File: src/rtl/timer_regs_pkg.sv
// Shared encodings and helpers for the CHIP-8 delay/sound timer block.
package timer_regs_pkg;

  localparam int CLOCK_SPEED              = 100_000;
  localparam int TONE_HZ                  = 400;
  localparam int DEFAULT_TONE_HALF_PERIOD = CLOCK_SPEED / (2 * TONE_HZ);

  localparam logic SEL_DT = 1'b0;
  localparam logic SEL_ST = 1'b1;

  typedef enum logic [1:0] {
    HS_IDLE = 2'd0,
    HS_ACK  = 2'd1,
    HS_DROP = 2'd2
  } hs_state_t;

  // Timers stop at zero instead of wrapping to 255.
  function automatic logic [7:0] sat_dec(input logic [7:0] v);
    return (v == 8'd0) ? 8'd0 : v - 8'd1;
  endfunction

endpackage

File: src/rtl/tone_gen.sv
// Buzzer square-wave generator: half-period counter plus beep toggle flop.
module tone_gen #(
  parameter int HALF_PERIOD = 125,
  parameter int CNT_W       = 16
) (
  input  logic clk,
  input  logic rst,
  input  logic en,
  input  logic clr,
  output logic beep
);

  localparam logic [CNT_W-1:0] LAST = CNT_W'(HALF_PERIOD - 1);

  logic [CNT_W-1:0] cnt;

  // clr silences immediately; en only gates counting so the phase starts at zero.
  always_ff @(posedge clk or posedge rst) begin
    if (rst) begin
      cnt  <= '0;
      beep <= 1'b0;
    end else if (clr) begin
      cnt  <= '0;
      beep <= 1'b0;
    end else if (!en) begin
      cnt  <= '0;
    end else if (cnt == LAST) begin
      cnt  <= '0;
      beep <= ~beep;
    end else begin
      cnt  <= cnt + 1'b1;
    end
  end

endmodule

File: src/rtl/timer_regs.sv
// CHIP-8 delay/sound timer registers with a valid/ack CPU port and 60 Hz decrement.
module timer_regs
  import timer_regs_pkg::*;
#(
  parameter int TONE_HALF_PERIOD = DEFAULT_TONE_HALF_PERIOD,
  parameter int TONE_CNT_W       = 16
) (
  input  logic       clk,
  input  logic       rst,
  input  logic       tick_60hz,
  input  logic       req_valid,
  input  logic       req_we,
  input  logic       req_sel,
  input  logic [7:0] req_wdata,
  output logic       req_ack,
  output logic [7:0] rdata,
  output logic [7:0] dt,
  output logic [7:0] st,
  output logic       sound_on,
  output logic       beep
);

  hs_state_t state;
  logic      accept;
  logic      wr_dt;
  logic      wr_st;

  assign accept = (state == HS_IDLE) && req_valid;
  assign wr_dt  = accept && req_we && (req_sel == SEL_DT);
  assign wr_st  = accept && req_we && (req_sel == SEL_ST);

  // DROP holds until the CPU releases req_valid, so a long request acts once.
  always_ff @(posedge clk or posedge rst) begin
    if (rst) begin
      state   <= HS_IDLE;
      req_ack <= 1'b0;
      rdata   <= 8'd0;
    end else begin
      case (state)
        HS_IDLE: begin
          if (req_valid) begin
            state   <= HS_ACK;
            req_ack <= 1'b1;
            if (!req_we) rdata <= (req_sel == SEL_ST) ? st : dt;
          end
        end
        HS_ACK: begin
          state   <= HS_DROP;
          req_ack <= 1'b0;
        end
        HS_DROP: begin
          if (!req_valid) state <= HS_IDLE;
        end
        default: begin
          state   <= HS_IDLE;
          req_ack <= 1'b0;
        end
      endcase
    end
  end

  // A write wins over the tick for its own register only.
  always_ff @(posedge clk or posedge rst) begin
    if (rst) begin
      dt       <= 8'd0;
      st       <= 8'd0;
      sound_on <= 1'b0;
    end else begin
      if (wr_dt)          dt <= req_wdata;
      else if (tick_60hz) dt <= sat_dec(dt);
      if (wr_st)          st <= req_wdata;
      else if (tick_60hz) st <= sat_dec(st);
      sound_on <= (st != 8'd0);
    end
  end

  tone_gen #(
    .HALF_PERIOD (TONE_HALF_PERIOD),
    .CNT_W       (TONE_CNT_W)
  ) u_tone (
    .clk  (clk),
    .rst  (rst),
    .en   (sound_on),
    .clr  (st == 8'd0),
    .beep (beep)
  );

endmodule

File: config.mk
export PLATFORM = sky130hd
export DESIGN_NAME = timer_regs
export DESIGN_NICKNAME = d
export VERILOG_FILES = /design/src/rtl/timer_regs_pkg.sv /design/src/rtl/tone_gen.sv /design/src/rtl/timer_regs.sv
export SDC_FILE = /design/constraint.sdc
export NUM_CORES = 1
export LEC_CHECK = 0
export CAP_MARGIN = 20
export CORE_MARGIN = 3
export CORE_UTILIZATION = 55
export DETAILED_ROUTE_END_ITERATION = 6
export GPL_TIMING_DRIVEN = 0
export PLACE_DENSITY = 0.83
export SLEW_MARGIN = 20
export SYNTH_ARGS = -nofsm -noshare
export SYNTH_HDL_FRONTEND = slang
export SYNTH_SLANG_ARGS = --single-unit
File: constraint.sdc
create_clock -name clk -period 6 [get_ports clk]
set_clock_uncertainty 0.2 [all_clocks]
set_input_delay 0.6 -clock clk [delete_from_list [all_inputs] [get_ports clk]]
set_output_delay 0.6 -clock clk [all_outputs]
set_load 0.02 [all_outputs]
# [After elaboration in Yosys (flattened, before gate mapping)]
# Cells that the tools add are included.
[word_totals] regBits=45 input_bits=14 output_inout_bits=27 elab_cells=54
[op_classes] n_addsub=3 eq_ne=5 mux=18 bitwise=4 n_reduce_logical=16
[op_table] op="2-to-1 mux 8 bit" count=7
[op_table] op="2-to-1 mux 16 bit" count=3
[op_table] op="adder 16 x 1 -> 16 bit (second input constant)" count=1
[op_table] op="== test 16 x 7 -> 1 bit (second input constant)" count=1
[op_table] op="logical NOT 8 bit" count=2
[op_table] op="subtractor 8 x 1 -> 8 bit (second input constant)" count=2
[op_table] op="nonzero test 2 bit" count=4
[op_table] op="nonzero test 8 bit" count=1
[op_table] op="case mux 2 bit (3 select lines)" count=1
[op_table] op="AND reduction 2 bit" count=3
[op_table] op="logical AND 1 bit" count=4
[op_table] op="2-to-1 mux 1 bit" count=4
[op_table] op="2-to-1 mux 2 bit" count=2
[op_table] op="!= test 2 bit (second input constant)" count=2
[op_table] op="NOT 1 bit" count=4
[op_table] op="AND reduction 3 bit" count=1
[op_table] op="== test 2 x 1 -> 1 bit (second input constant)" count=1
[op_table] op="== test 2 bit (second input constant)" count=1
[op_table] op="logical NOT 2 bit" count=1
[op_table] op="case mux 1 bit (2 select lines)" count=1

# [Logic depth before layout (Yosys ltp)]
# Gate-level depths: netlist (run 1).
[depth] depth_word=5 depth_mapped=8

# [Cells and area by module]
# A second synthesis (run 1) with hierarchy kept.
[unflattened] hier_cells=253 hier_area_um2=2382.3
[modules_own_cells] module="timer_regs" instances=1 cells_per_inst=160 area_each_um2=1487.7 seq_area_each_um2=700.7
[modules_own_cells] module="tone_gen" instances=1 cells_per_inst=93 area_each_um2=894.6 seq_area_each_um2=425.4

# [Worst setup path after synthesis (run 1)]
# OpenSTA, ideal clock, no wires.
[synth_path] path_kind="reg2reg" start="register st[0]" end="register u_tone.cnt[10]" setup_time_ns=0.121 arrival_ns=2.060 required_ns=5.679 path_slack_ns=3.619 stages_incl_launch_ff=9 path_buffers=2 period_less_slack_ns=2.381 cell_sequence="dfrtp_1 -> inv_1 -> ha_1 -> or3b_2 -> or3_1 -> clkbuf_1 -> nand3_2 -> buf_2 -> nor2_1"
[synth_between] elab_chain_cells=2
[synth_rtl] item="start: declaration" line_no="timer_regs.sv:18" text="output logic [7:0] st,"
[synth_rtl] item="start signal: assignment" line_no="timer_regs.sv:71" text="if (wr_st) st <= req_wdata;"
[synth_rtl] item="start signal: assignment" line_no="timer_regs.sv:72" text="else if (tick_60hz) st <= sat_dec(st);"
[synth_rtl] item="logical NOT 8 bit" line_no="timer_regs.sv:84" text=".clr (st == 8'd0),"
[synth_rtl] item="2-to-1 mux 16 bit" line_no="tone_gen.sv:22" text="end else if (clr) begin"
[synth_rtl] item="end signal: assignment" line_no="tone_gen.sv:31" text="cnt <= cnt + 1'b1;"
[synth_rtl] item="end: declaration" line_no="tone_gen.sv:15" text="logic [CNT_W-1:0] cnt;"
# No other way between the ends.
# A chain may end at the register's enable or synchronous reset.

# [Worst setup path after layout (run 1)]
[layout_path] start="register st[0]" end="register u_tone.cnt[7]"
# The elaborated chain is that of the path after synthesis.

==> metrics.txt, run 1 <==
outcome complete, no violations; clock latency on the worst-skew pair a little under 0.3 ns; die area approximately 0.0050 mm2; worst hold-check path type reg -> reg; post-synthesis cell area around 0.0023 mm2; clock sink count 45; setup TNS 0 ns; first-pass GRT wire length about 9000 um; NetSw between 500 and 600 uW; Via density ~5.7; grt ovf 0; WHS Endpoint req_ack; hold_sp req_ack; TritonRoute pass-1 iters 4; Pwr Density 467 mW/mm2; Top delay family on crit path simple AND/OR/NAND/NOR gates; reg2reg start st[0]; worst path buffer plus inverter count 3; Tot Pwr between 1000 and 1500 uW; Clock Power Share 0.144; most used routing layer met2; worst-path cell chain inv_1, ha_1, or3b_2, or3_1, clkbuf_1, nand3_2, buf_2, nor2_1; worst slew pin tran around 0.66 ns; TritonCTS clock tree done; max-cap violations 0; vias post-DR ~2.0k; sequential area share after synthesis 0.490; post-placement cell area roughly 0.0028 mm2; syn_nets between 200 and 300; CTS Hold Buffers Added 0; hpwl dp roughly 3800 um; placed cell count about 340; Arrival @ worst endpoint about 2.6 ns; switching part of the total 0.404; Clock Tree Root clkbuf_8; maximum vdd drop between 0.3 and 0.4 mV; Clk pin slew, worst setup/hold paths 0.08 ns; CP Class reg -> reg; DR iter-0 viols about 150; sequential power share 0.413; ANT cells 0; non-filler cells in the finished layout roughly 350; Fmax achieved roughly 380 MHz; GRT Overall Usage 0.223; number of synthesized flops with an enable pin 0; antenna-violating nets left 0; cts repair resizes 0; row count 22; IO Pins 41; starting density of the core 0.596; Cell variety after synth 35; FF-to-FF path depth 8; Comb pwr share 0.442; final clock period utilization by the worst path 0.442; Worst path max stage delay 0.46 ns; GP Congestion ~0.88; startpoint types register; post-CTS setup buffers 0; worst hold stages 1; critical path required time 5.98 ns; number of global-route vias before repair roughly 1.8k; share of post-route cells with drive strength above 1 0.0572; synthesized area per cell ~9.2 um2; Ys Warns 0; CP max stage cell or3b_2; post-synthesis register bit count between 40 and 50; met1 usage in global routing 0.330; Core Box Area slightly below 0.004 mm2; number of setup violations in the final report 0; largest net degree at the start of global routing 31; R2R Setup Slk 3.35 ns; unrepaired setup endpoints after global routing false; ys async rst share 1.00; P_int 797 uW; met3 GRT Util 0.0469; WL per Instance between 10 and 15 um; cells after synthesis 249; cts bufs inserted 5; Worst Setup End Kind register; Post-route DRC 0; grt met2 use 0.335; port bufs 39; final wirelength ~5100 um; Crit Path Max Fanout 10; worst hold slack around 0.28 ns; Slew headroom 0.562; post-route cell area ~0.0029 mm2; max-slew violation count 0; Primary FF master, synth dfrtp_1; die width 70.6 um; FILL cells around 320; P&R area growth vs syn 24.7%; Final Hold Fails 0; minimum clock period ~2.7 ns; Bufs on Longest Clock Path 2; Lkg Pwr 0.00122 uW; initial antenna violation count 0; reg2reg end u_tone.cnt[7]; die span in y just over 70 um; final net count approximately 320; H-tree lvl count 2
-- placed cells by master (no fill, tap or decap), drive strengths merged, types with 2 or more instances in the layout --
cell / instances
nor2: 48
dfrtp: 45
clkdlybuf4s50: 39
nand2: 18
nand3: 14
a21oi: 13
inv: 13
clkbuf: 13
xnor2: 12
a31oi: 11
mux2i: 11
nor3: 7
nor4: 6
ha: 5
nand3b: 4
o21ai: 4
nor3b: 3
nand4: 3
or3b: 3
or3: 3
or4: 3
o41ai: 2
nor2b: 2
xor2: 2
or4b: 2
a21boi: 2
buf: 2
clkinv: 2
-- synth_stat cells (2+ instances only) --
master | count | share of area
nand3_1 | 13 | 0.028
nand3b_1 | 4 | 0.013
clkbuf_1 | 7 | 0.011
o41ai_1 | 2 | 0.0076
xnor2_1 | 12 | 0.046
nand2_1 | 18 | 0.029
or3_1 | 3 | 0.0082
or3b_2 | 3 | 0.011
o21ai_0 | 4 | 0.0087
nor3_1 | 7 | 0.015
xor2_1 | 2 | 0.0076
inv_1 | 13 | 0.021
mux2i_1 | 11 | 0.048
nor4_1 | 6 | 0.016
nand4_1 | 3 | 0.0082
ha_1 | 5 | 0.027
a31oi_1 | 11 | 0.030
nor2_1 | 48 | 0.078
nor2b_1 | 2 | 0.0054
nor3b_1 | 3 | 0.0098
or4_1 | 2 | 0.0065
dfrtp_1 | 45 | 0.49
a21oi_1 | 13 | 0.028
-- through the flow --
stage / setup slack, ns / utilization
final: 3.35 / 0.743
after global placement: 3.21 / 0.713
after CTS: 3.33 / 0.743
after global routing: 3.20 / 0.743
after floorplan: 3.62 / -
after detailed placement: 3.10 / 0.718
-- power groups by stage --
stage | registers [uW] | logic [uW] | clock network, uW
after CTS | 551 | 596 | 198
final | 553 | 591 | 193
after floorplan | 628 | 252 | 0
after global routing | 578 | 649 | 212
after global placement | 549 | 577 | 0
after detailed placement | 556 | 593 | 0
-- worst max path at each step --
stage / startpoint / to / slack, ns / depth (start not counted)
detailed placement: req_valid / rdata[7] / 3.10 / 7
global route: st[0] / u_tone.cnt[8] / 3.20 / 8
floorplan: st[0] / u_tone.cnt[10] / 3.62 / 8
CTS: st[0] / u_tone.cnt[7] / 3.33 / 8
finish: st[0] / u_tone.cnt[7] / 3.35 / 8
global placement: req_valid / rdata[7] / 3.21 / 7
-- kinds of logic after synthesis --
family,Yosys count,share of synthesized area
muxes,11,0.0479
buffers and inverters,21,0.0349
adders and majority gates,5,0.0272
DFF,45,0.490
and+or+nand+nor,118,0.255
AOI/OAI and AO/OA,35,0.0915
xor gates and xnor gates,14,0.0534
-- routing by layer --
metal / vias to the layer above / wire length, um
li1: 966 / -
met1: 920 / 2390
met2: 65 / 2340
met3: 9 / 287
met4: 0 / 70
met5: - / 0
-- registers in the layout (all words and copies together) (netlist names) --
register / cells
req_ack: 1
u_tone.cnt: 16
rdata: 8
sound_on: 1
state: 2
st: 8
u_tone.beep: 1
dt: 8
-- worst register-to-register path: stages, from the launching register on --
cell and delay, ns:
dfrtp_1 0.45, inv_1 0.11, ha_1 0.20, or3b_2 0.46
or3_1 0.35, clkbuf_1 0.22, nand3_2 0.22, buf_2 0.25
nor2_1 0.08
-- cell type report --
| cell class | instances | area [um2] | area share |
|---|---|---|---|
| Buffer | 8 | 31.3 | 0.0109 |
| Clock buffer | 6 | 82.6 | 0.0288 |
| Clock inverter | 2 | 13.8 | 0.00481 |
| Inverter | 13 | 48.8 | 0.0170 |
| Multi-Input combinational cell | 183 | 1090 | 0.381 |
| Sequential cell | 45 | 1130 | 0.393 |
| Tap cell | 48 | 60.1 | 0.0210 |
| Timing Repair Buffer | 40 | 410 | 0.143 |
Power figures use the tool's default switching activity.
==> inputs of run 2 (changes only) <==
CORE_UTILIZATION = 47   (was 55)
PLACE_DENSITY = 0.75   (was 0.83)
clock period = 2.2 ns   (was 6 ns; I/O delays follow)
==> run 2 against run 1 <==
Net effect: the run now ends with setup timing left; via count up 1.1%; clock power rose to 2.5 times the previous value; sequential power rose to 2.7 times the previous value; die area up 16%; global-route usage down 2.2 points; critical path depth down 4; non-clock buffer count up 5; cell area up 3.3%; sequential share of layout area down 1.2 points; critical path type unchanged; largest cell class unchanged.
==> metrics.txt, run 2 (synthesis gave the netlist of run 1 again) <==
initial antenna violation count 0 (unchanged); largest net degree at the start of global routing 24 (was 31); post-route cell area 0.00296 mm2 (was 0.00286 mm2); cts bufs inserted 5 (unchanged); worst hold slack 0.0848 ns (was 0.283 ns); CP Class reg -> reg (unchanged); die span in y 75.9 um (was 70.6 um); Lkg Pwr 0.00126 uW (was 0.00122 uW); max-cap violations 0 (unchanged); R2R Setup Slk -0.02 ns (was 3.35 ns); reg2reg start u_tone.cnt[12] (was st[0]); DR iter-0 viols 56 (was 152); Largest register FFs 16 (unchanged); Core Box Area 0.00453 mm2 (was 0.00385 mm2); Fmax achieved 450 MHz (was 377 MHz); worst hold-check path type in -> async (was reg -> reg); placed cell count 354 (was 337); GRT Overall Usage 0.200 (was 0.223); row count 24 (was 22); starting density of the core 0.507 (was 0.596); startpoint types register (unchanged); minimum clock period 2.22 ns (was 2.65 ns); max-slew violation count 0 (unchanged); H-tree lvl count 2 (unchanged); most frequent cells in the layout 48 x nor2_1, 43 x dfrtp_1, 39 x clkdlybuf4s50_1, 18 x nand2_1 (was 48 x nor2_1, 45 x dfrtp_1, 39 x clkdlybuf4s50_1, 18 x nand2_1); hpwl dp 3860 um (was 3810 um); clock sink count 45 (unchanged); final net count 320 (was 315); Arrival @ worst endpoint 2.25 ns (was 2.63 ns); outcome finished, violations left (was complete, no violations); post-placement cell area 0.00282 mm2 (was 0.00277 mm2); die width 75.9 um (was 70.6 um); Largest Register u_tone.cnt (unchanged); port bufs 39 (unchanged); Clk pin slew, worst setup/hold paths 0.08 ns (about the same); grt ovf 0 (unchanged); TritonCTS clock tree done (unchanged); Post-route DRC 0 (unchanged); Via density 5.42 (was 5.68); IO Pins 41 (unchanged); share of post-route cells with drive strength above 1 0.0997 (was 0.0572); WL per Instance 14.8 um (was 14.7 um); non-filler cells in the finished layout 366 (was 345); Final Hold Fails 0 (unchanged); P&R area growth vs syn 28.8% (was 24.7%); Clock Tree Root clkbuf_8 (unchanged); FF-to-FF path depth 4 (was 8); vias post-DR 1982 (was 1960); failing checks setup timing; commonest non-fill, non-tap cell in the layout nor2_1 (unchanged); Bufs on Longest Clock Path 2 (unchanged); unrepaired setup endpoints after global routing true (was false); worst slew pin tran 0.694 ns (was 0.657 ns); number of setup violations in the final report 1 (was 0); ANT cells 0 (unchanged); critical path required time 2.23 ns (was 5.98 ns); GP Congestion 0.872 (was 0.875); clock latency on the worst-skew pair 0.30 ns (was 0.29 ns); Pwr Density 1240 mW/mm2 (was 467 mW/mm2); maximum vdd drop 0.721 mV (was 0.314 mV); setup TNS -0.0247 ns (was 0 ns); antenna-violating nets left 0 (unchanged); final wirelength 5420 um (was 5080 um); PnR worst setup slack -0.0247 ns (was 3.35 ns); reg2reg end u_tone.beep (was u_tone.cnt[7]); FILL cells 395 (was 316); Crit Path Max Fanout 3 (was 10); number of global-route vias before repair 2026 (was 1817); TritonRoute pass-1 iters 4 (unchanged); Worst Setup End Kind register (unchanged); first-pass GRT wire length 9460 um (was 8850 um); Slew headroom 0.538 (was 0.562); die area 0.00576 mm2 (was 0.00499 mm2); final clock period utilization by the worst path 1.01 (was 0.442)
## run 2: changes by cell type in the layout (fill, tap and decap cells not counted), sizes merged
cell / previous run / this run
clkinv: 2 / 1
buf: 2 / 8
clkbuf: 13 / 12
## run 2: worst max-delay path by stage
| stage | slack, ns | startpoint | to |
|---|---|---|---|
| 2_1_floorplan | 0.006 | st[0] | u_tone.cnt[13] |
| 3_3_place_gp | -0.33 | rst | st[0] |
| 3_5_place_dp | -0.28 | req_valid | rdata[6] |
| 4_1_cts | -0.03 | u_tone.cnt[12] | u_tone.beep |
| 5_1_grt | -0.13 | u_tone.cnt[0] | u_tone.beep |
| 6_report | -0.02 | u_tone.cnt[12] | u_tone.beep |
## run 2: final cells by class
| cell class | instances | area, um2 | area share |
|---|---|---|---|
| clock buffer | 6 | 72.6 | 0.0245 |
| timing repair buffer | 46 | 463 | 0.156 |
| multi-input combinational | 183 | 1120 | 0.379 |
| buffer | 7 | 38.8 | 0.0131 |
| tap | 65 | 81.3 | 0.0275 |
| clock inverter | 1 | 5.00 | 0.00169 |
| sequential | 45 | 1130 | 0.381 |
| inverter | 13 | 48.8 | 0.0165 |
## run 2: metrics by stage
step	util	setup slack, ns	power [uW]
2_1_floorplan	-	0.00560	2410
3_3_place_gp	0.616	-0.335	3100
3_5_place_dp	0.623	-0.283	3140
4_1_cts	0.647	-0.0296	3660
5_1_grt	0.653	-0.126	3960
6_report	0.653	-0.0247	3680
## run 2: critical path: stages, from the launching register on
cell	delay, ns
dfrtp_1	0.39
or4_1	0.53
or4_4	0.59
or3_1	0.32
a21boi_1	0.14
## run 2: where the power goes
part / total, uW / internal [uW] / switching [uW] / leakage (uW)
sequential: 1500 / 1140 / 356 / 0.000542
combinational: 1700 / 835 / 861 / 0.000672
clock: 488 / 216 / 271 / 0.0000410
## run 2: routing by layer
metal,track usage,vias to the layer above,part of all wire
met1,0.244,965,0.41
met4,0.0616,0,0.014
met3,0.0308,7,0.036
li1,-,969,-
met5,0,-,0
met2,0.364,41,0.54
## run 2: what timing repair did
| action | CTS | global route |
|---|---|---|
| hold buffers | 0 | 0 |
| buffers inserted | 5 | 1 |
| setup endpoints to repair | 17 | 29 |
| cloned | 0 | 0 |
| gates resized for setup | 1 | 9 |
